--- src/rtl/mix_wb_sched.sv ---
// mix_wb_sched: accepts mix operations from issue, computes the mix result
// into a small result FIFO, and drains that FIFO onto the writeback port it
// shares with the ALU. The ALU has priority on the port. A saturating
// starvation counter stalls the ALU so that pending mix results always drain.
//
// fu_data_i is a packed operand bundle: {trans_id, operand_b, operand_a}.
// operand_a occupies the low XLEN bits.
module mix_wb_sched #(
  parameter int unsigned XLEN           = 32,
  parameter int unsigned TRANS_ID_BITS  = 3,
  parameter int unsigned EXCEPTION_BITS = 1,
  parameter int unsigned DEPTH          = 2,
  parameter int unsigned STARVE_LIMIT   = 4
) (
  input  logic                            clk_i,
  input  logic                            rst_ni,
  input  logic                            flush_i,
  input  logic                            mix_valid_i,
  input  logic [TRANS_ID_BITS+2*XLEN-1:0] fu_data_i,
  output logic                            mix_ready_o,
  input  logic                            alu_wb_valid_i,
  output logic                            alu_stall_o,
  output logic                            mix_wb_valid_o,
  output logic [XLEN-1:0]                 mix_wb_result_o,
  output logic [TRANS_ID_BITS-1:0]        mix_wb_trans_id_o,
  output logic [EXCEPTION_BITS-1:0]       mix_wb_exception_o
);

  localparam int unsigned PW = (DEPTH > 1) ? $clog2(DEPTH) : 1;
  localparam int unsigned CW = $clog2(DEPTH) + 1;
  localparam int unsigned SW = $clog2(STARVE_LIMIT + 1);

  logic [XLEN-1:0]          op_a;
  logic [XLEN-1:0]          op_b;
  logic [TRANS_ID_BITS-1:0] op_tid;
  logic [XLEN-1:0]          mix_result;

  logic [CW-1:0]            count_reg;
  logic [CW-1:0]            count_next;
  logic [PW-1:0]            wr_ptr_reg;
  logic [PW-1:0]            rd_ptr_reg;
  logic [SW-1:0]            starve_reg;
  logic [SW-1:0]            starve_next;

  logic [XLEN-1:0]          res_mem [DEPTH];
  logic [TRANS_ID_BITS-1:0] tid_mem [DEPTH];

  logic                     push;
  logic                     pop;
  logic                     pending;

  assign op_a   = fu_data_i[XLEN-1:0];
  assign op_b   = fu_data_i[2*XLEN-1:XLEN];
  assign op_tid = fu_data_i[TRANS_ID_BITS+2*XLEN-1:2*XLEN];

  // Result is formed at accept time, so the FIFO only ever holds final values.
  assign mix_result = (op_a >> 16) | (op_b << 16);

  // Handshake and grant decode from registered state only, except that the
  // ALU request reaches the grant combinationally (ALU has priority).
  assign pending        = (count_reg != '0);
  assign mix_ready_o    = (count_reg != CW'(DEPTH)) && !flush_i;
  assign alu_stall_o    = (starve_reg == SW'(STARVE_LIMIT));
  assign mix_wb_valid_o = pending && !flush_i && (!alu_wb_valid_i || alu_stall_o);

  assign push = mix_valid_i && mix_ready_o;
  assign pop  = mix_wb_valid_o;

  // Head entry is always visible; it reads as 0 after reset because storage is reset.
  assign mix_wb_result_o    = res_mem[rd_ptr_reg];
  assign mix_wb_trans_id_o  = tid_mem[rd_ptr_reg];
  assign mix_wb_exception_o = '0;

  // Occupancy and starvation next-state; flush and grant both clear starvation.
  always_comb begin
    count_next  = count_reg;
    starve_next = starve_reg;
    if (flush_i) begin
      count_next  = '0;
      starve_next = '0;
    end else begin
      case ({push, pop})
        2'b10:   count_next = count_reg + 1'b1;
        2'b01:   count_next = count_reg - 1'b1;
        default: count_next = count_reg;
      endcase
      if (!pending || pop) begin
        starve_next = '0;
      end else if (alu_wb_valid_i && !alu_stall_o) begin
        starve_next = starve_reg + 1'b1;
      end
    end
  end

  // Control state: pointers wrap naturally since DEPTH is a power of two.
  always_ff @(posedge clk_i or negedge rst_ni) begin
    if (!rst_ni) begin
      count_reg  <= '0;
      wr_ptr_reg <= '0;
      rd_ptr_reg <= '0;
      starve_reg <= '0;
    end else begin
      count_reg  <= count_next;
      starve_reg <= starve_next;
      if (flush_i) begin
        wr_ptr_reg <= '0;
        rd_ptr_reg <= '0;
      end else begin
        if (push) wr_ptr_reg <= wr_ptr_reg + 1'b1;
        if (pop)  rd_ptr_reg <= rd_ptr_reg + 1'b1;
      end
    end
  end

  generate
    for (genvar gi = 0; gi < DEPTH; gi++) begin : g_entry
      // Each entry captures the freshly computed result when it is the write target.
      always_ff @(posedge clk_i or negedge rst_ni) begin
        if (!rst_ni) begin
          res_mem[gi] <= '0;
          tid_mem[gi] <= '0;
        end else if (push && (wr_ptr_reg == PW'(gi))) begin
          res_mem[gi] <= mix_result;
          tid_mem[gi] <= op_tid;
        end
      end
    end
  endgenerate

endmodule

--- config.mk ---
export PLATFORM = sky130hd
export DESIGN_NAME = mix_wb_sched
export DESIGN_NICKNAME = d
export VERILOG_FILES = /design/src/rtl/mix_wb_sched.sv
export SDC_FILE = /design/constraint.sdc
export NUM_CORES = 1
export LEC_CHECK = 0
export CORE_ASPECT_RATIO = 0.7
export CORE_MARGIN = 8
export CORE_UTILIZATION = 42
export DETAILED_ROUTE_END_ITERATION = 10
export PLACE_DENSITY = 0.76
export SYNTH_ARGS = -nofsm -noshare
export SYNTH_HDL_FRONTEND = slang
export SYNTH_SLANG_ARGS = --single-unit
--- constraint.sdc ---
create_clock -name clk_i -period 1.8 [get_ports clk_i]
set_input_delay 0.36 -clock clk_i [delete_from_list [all_inputs] [get_ports clk_i]]
set_output_delay 0.36 -clock clk_i [all_outputs]
set_load 0.005 [all_outputs]
==> results by group <==
Critical path
  – Top cell by count, worst path: buf_6
  – Crit-path slowest cell: dfrtp_2
  – Crit start category: flip-flop
  – Crit path arrival time: 1.53 ns
  – Element type at the critical path end: primary output
  – Worst Path Max Fanout: 5
  – Buf+Inv Stages, Crit Path: 4
  – CP max stage delay: 0.40 ns
  – Crit-path cells: buf_6 -> buf_6 -> buf_16 -> mux2_4 -> buf_6
  – CP required: 1.44 ns
  – Crit Path Category: reg2out
  – Crit-path leading delay family: buffers and inverters

Logic synthesis
  – Synth top cells by count: dfrtp_1 (77), mux2_2 (73), mux2_4 (30)
  – Synthesized cell area: 3530 sq um
  – Synth top area cells: dfrtp_1 (55%), mux2_2 (23%), mux2_4 (13%), buf_6 (0.96%), ha_1 (0.71%)
  – FF+latch count, synth: 77
  – Async S/R FF share, synth: 100%
  – Synth Instances: 231
  – Synthesis Warnings: 0
  – Top-count cell post-synth: dfrtp_1
  – Netlist cell types: 28
  – Sequential area share after synthesis: 54.5%
  – Synth area leader: dfrtp_1
  – Share of the synthesized area in the top cell type: 54.5%
  – Most common flop cell mapped by yosys: dfrtp_1
  – Synthesized Nets: 305
  – EDFF count, synth: 0
  – Syn_area_per_cell: 15.3 sq um

STA
  – Final Slew Violations: 0
  – Endpoints failing setup: 27
  – Final Worst Setup Slack: -0.0855 ns
  – Tcrit/Tclk final: 105%
  – Tmin final: 1.89 ns
  – Final Hold Fails: 0
  – F_max: 530 MHz
  – Clock Skews: 0.00613 ns
  – RSZ-0062 raised after global routing: true

Detailed routing
  – Via density per instance: 5.01
  – Wire length per cell: 18.6 um
  – DRT Wirelength: 8310 um
  – DR iter-0 viols: 83
  – Vias: 2,241
  – DRC viols: 0
  – Final ANT Viol Nets: 0
  – DR pass1 iterations: 4

Clock network
  – Later-pin clock latency in the skew report: 0.33 ns
  – CTS tree: yes
  – Worst-path clk slew: 0.06 ns
  – Clock root buffer master: clkbuf_16
  – CTS max path bufs: 2
  – Num CTS Buffers: 9
  – H-tree depth: 3
  – Clock sink count: 77

GRT
  – Vias in the first global route: 2,582
  – Global-route wire length before repair: 13,400 um
  – Initial antenna violation count: 0
  – Total Routing Usage GR: 14.5%
  – Pin count of the biggest net entering global routing: 42
  – Grt ovf: 0

Pwr
  – Max IR drop VDD: 0.000793 V
  – Power consumption: 5.80 mW
  – LEAKAGE: 2.30 nW
  – PwrDens: 1160 nW/um^2

Layout
  – Diodes inserted: 0
  – Non-filler cells, final: 447
  – NumNets Final: 411
  – Area grow syn2layout: 41.5%
  – Number of flip-flops in the largest register: 64
  – Layout cells sized above 1: 57.3%
  – Utilization after layout: 60.2%

Die
  – Die area: 11,700 sq um
  – Starting Density: 42.6%
  – Number of core rows: 28
  – Core Region: 8300 sq um
  – Top Ports: 111
  – Vert. Die Dim: 92.7 um
  – Horiz. Die Dim: 126 um

Placement
  – Final HPWL DP: 5260 um
  – Inst Count DP: 419
  – Pre-CTS WS: -0.470 ns
  – Routability Congestion: 0.695
  – Input/output buffers: 77

Outcome
  – Failing checks: negative setup slack
  – Status: finished, violations left

Job
  – Max cap viols: 0

Hold path
  – Hold Crit Class: in2reg
-- worst register-to-register path, cell delays in order (launching register included) --
cell     delay (ns)
dfrtp_1        0.37
nor2b_2        0.17
or4b_4         0.55
buf_12         0.20
mux2_4         0.32
-- power by group --
| part | switching (mW) | internal (mW) |
|---|---|---|
| clock | 0.731 | 1.36 |
| sequential | 0.207 | 2.13 |
| combinational | 0.439 | 0.931 |
-- through the flow --
step | setup TNS, ns | cell area [sq um] | hold WS [ns]
2_1_floorplan | 0 | 3530 | 0.0644
3_5_place_dp | -27.46 | 4550 | 0.277
5_1_grt | -2.48 | 5000 | 0.496
6_report | -0.984 | 5000 | 0.483
3_3_place_gp | -27.92 | 4550 | 0.270
4_1_cts | -1.90 | 4930 | 0.495
-- layout make-up --
class | instances | area (sq um)
well taps | 105 | 131
multi-input cells | 137 | 1550
fillers | 663 | 3300
flip-flops and latches | 77 | 1930
inverters | 4 | 15.0
clock buffers | 9 | 225
clock inverters | 7 | 123
repair buffers | 108 | 1020
-- metal layers --
metal | global-route usage [%] | wire, um
met1 | 18.4 | 4050
met2 | 22.9 | 3740
met3 | 5.11 | 441
met4 | 4.44 | 76
met5 | 0 | 0
-- kinds of logic after synthesis --
family                   share of synthesized area [%]
AO/OA/AOI/OAI                                     1.56
XOR/XNOR                                         0.248
buffers and inverters                             2.80
flip-flops                                        54.5
multiplexers                                      36.7
other                                            0.106
AND/OR/NAND/NOR                                   3.40
adder cells (fa/ha/maj)                          0.708
-- repair_timing --
action	4_1_cts	5_1_grt
endpoints found under the setup margin	73	86
pin swaps	2	3
setup buffers	5	4
endpoints found under the hold margin	21	0
hold buffers	1	0
gates resized for setup	161	18
cloned	4	2
-- final timing paths --
kind	start	end	slack, ns	cells after the start
min in group asynchronous	rst_ni	tid_mem[1]	0.51	2
max in group asynchronous	rst_ni	rd_ptr_reg	0.76	3
max reg2reg	count_reg[1]	res_mem[20]	0.08	4
min	mix_valid_i	count_reg[0]	0.48	4
max	rd_ptr_reg	mix_wb_result_o[14]	-0.09	5
min reg2reg	res_mem[62]	res_mem[62]	0.49	1
-- cell usage in the layout, fill, tap and decap left out, drive strengths merged --
master,instances
a21boi,1
inv,5
bufinv,3
nor2,5
nor4,1
clkinvlp,2
clkdlybuf4s15,1
nor2b,1
a31oi,2
xnor2,1
ha,2
dlymetal6s2s,1
nand2,2
clkdlybuf4s50,37
a21bo,1
mux2,105
conb,1
nand3,3
a21oi,2
buf,65
dlygate4sd2,1
o21ai,3
clkbuf,11
nand4b,1
dlygate4sd3,1
dfrtp,77
nor3,1
and2,1
clkinv,1
or4b,1
or3,3
No activity file was read; power rests on OpenSTA's default activity.
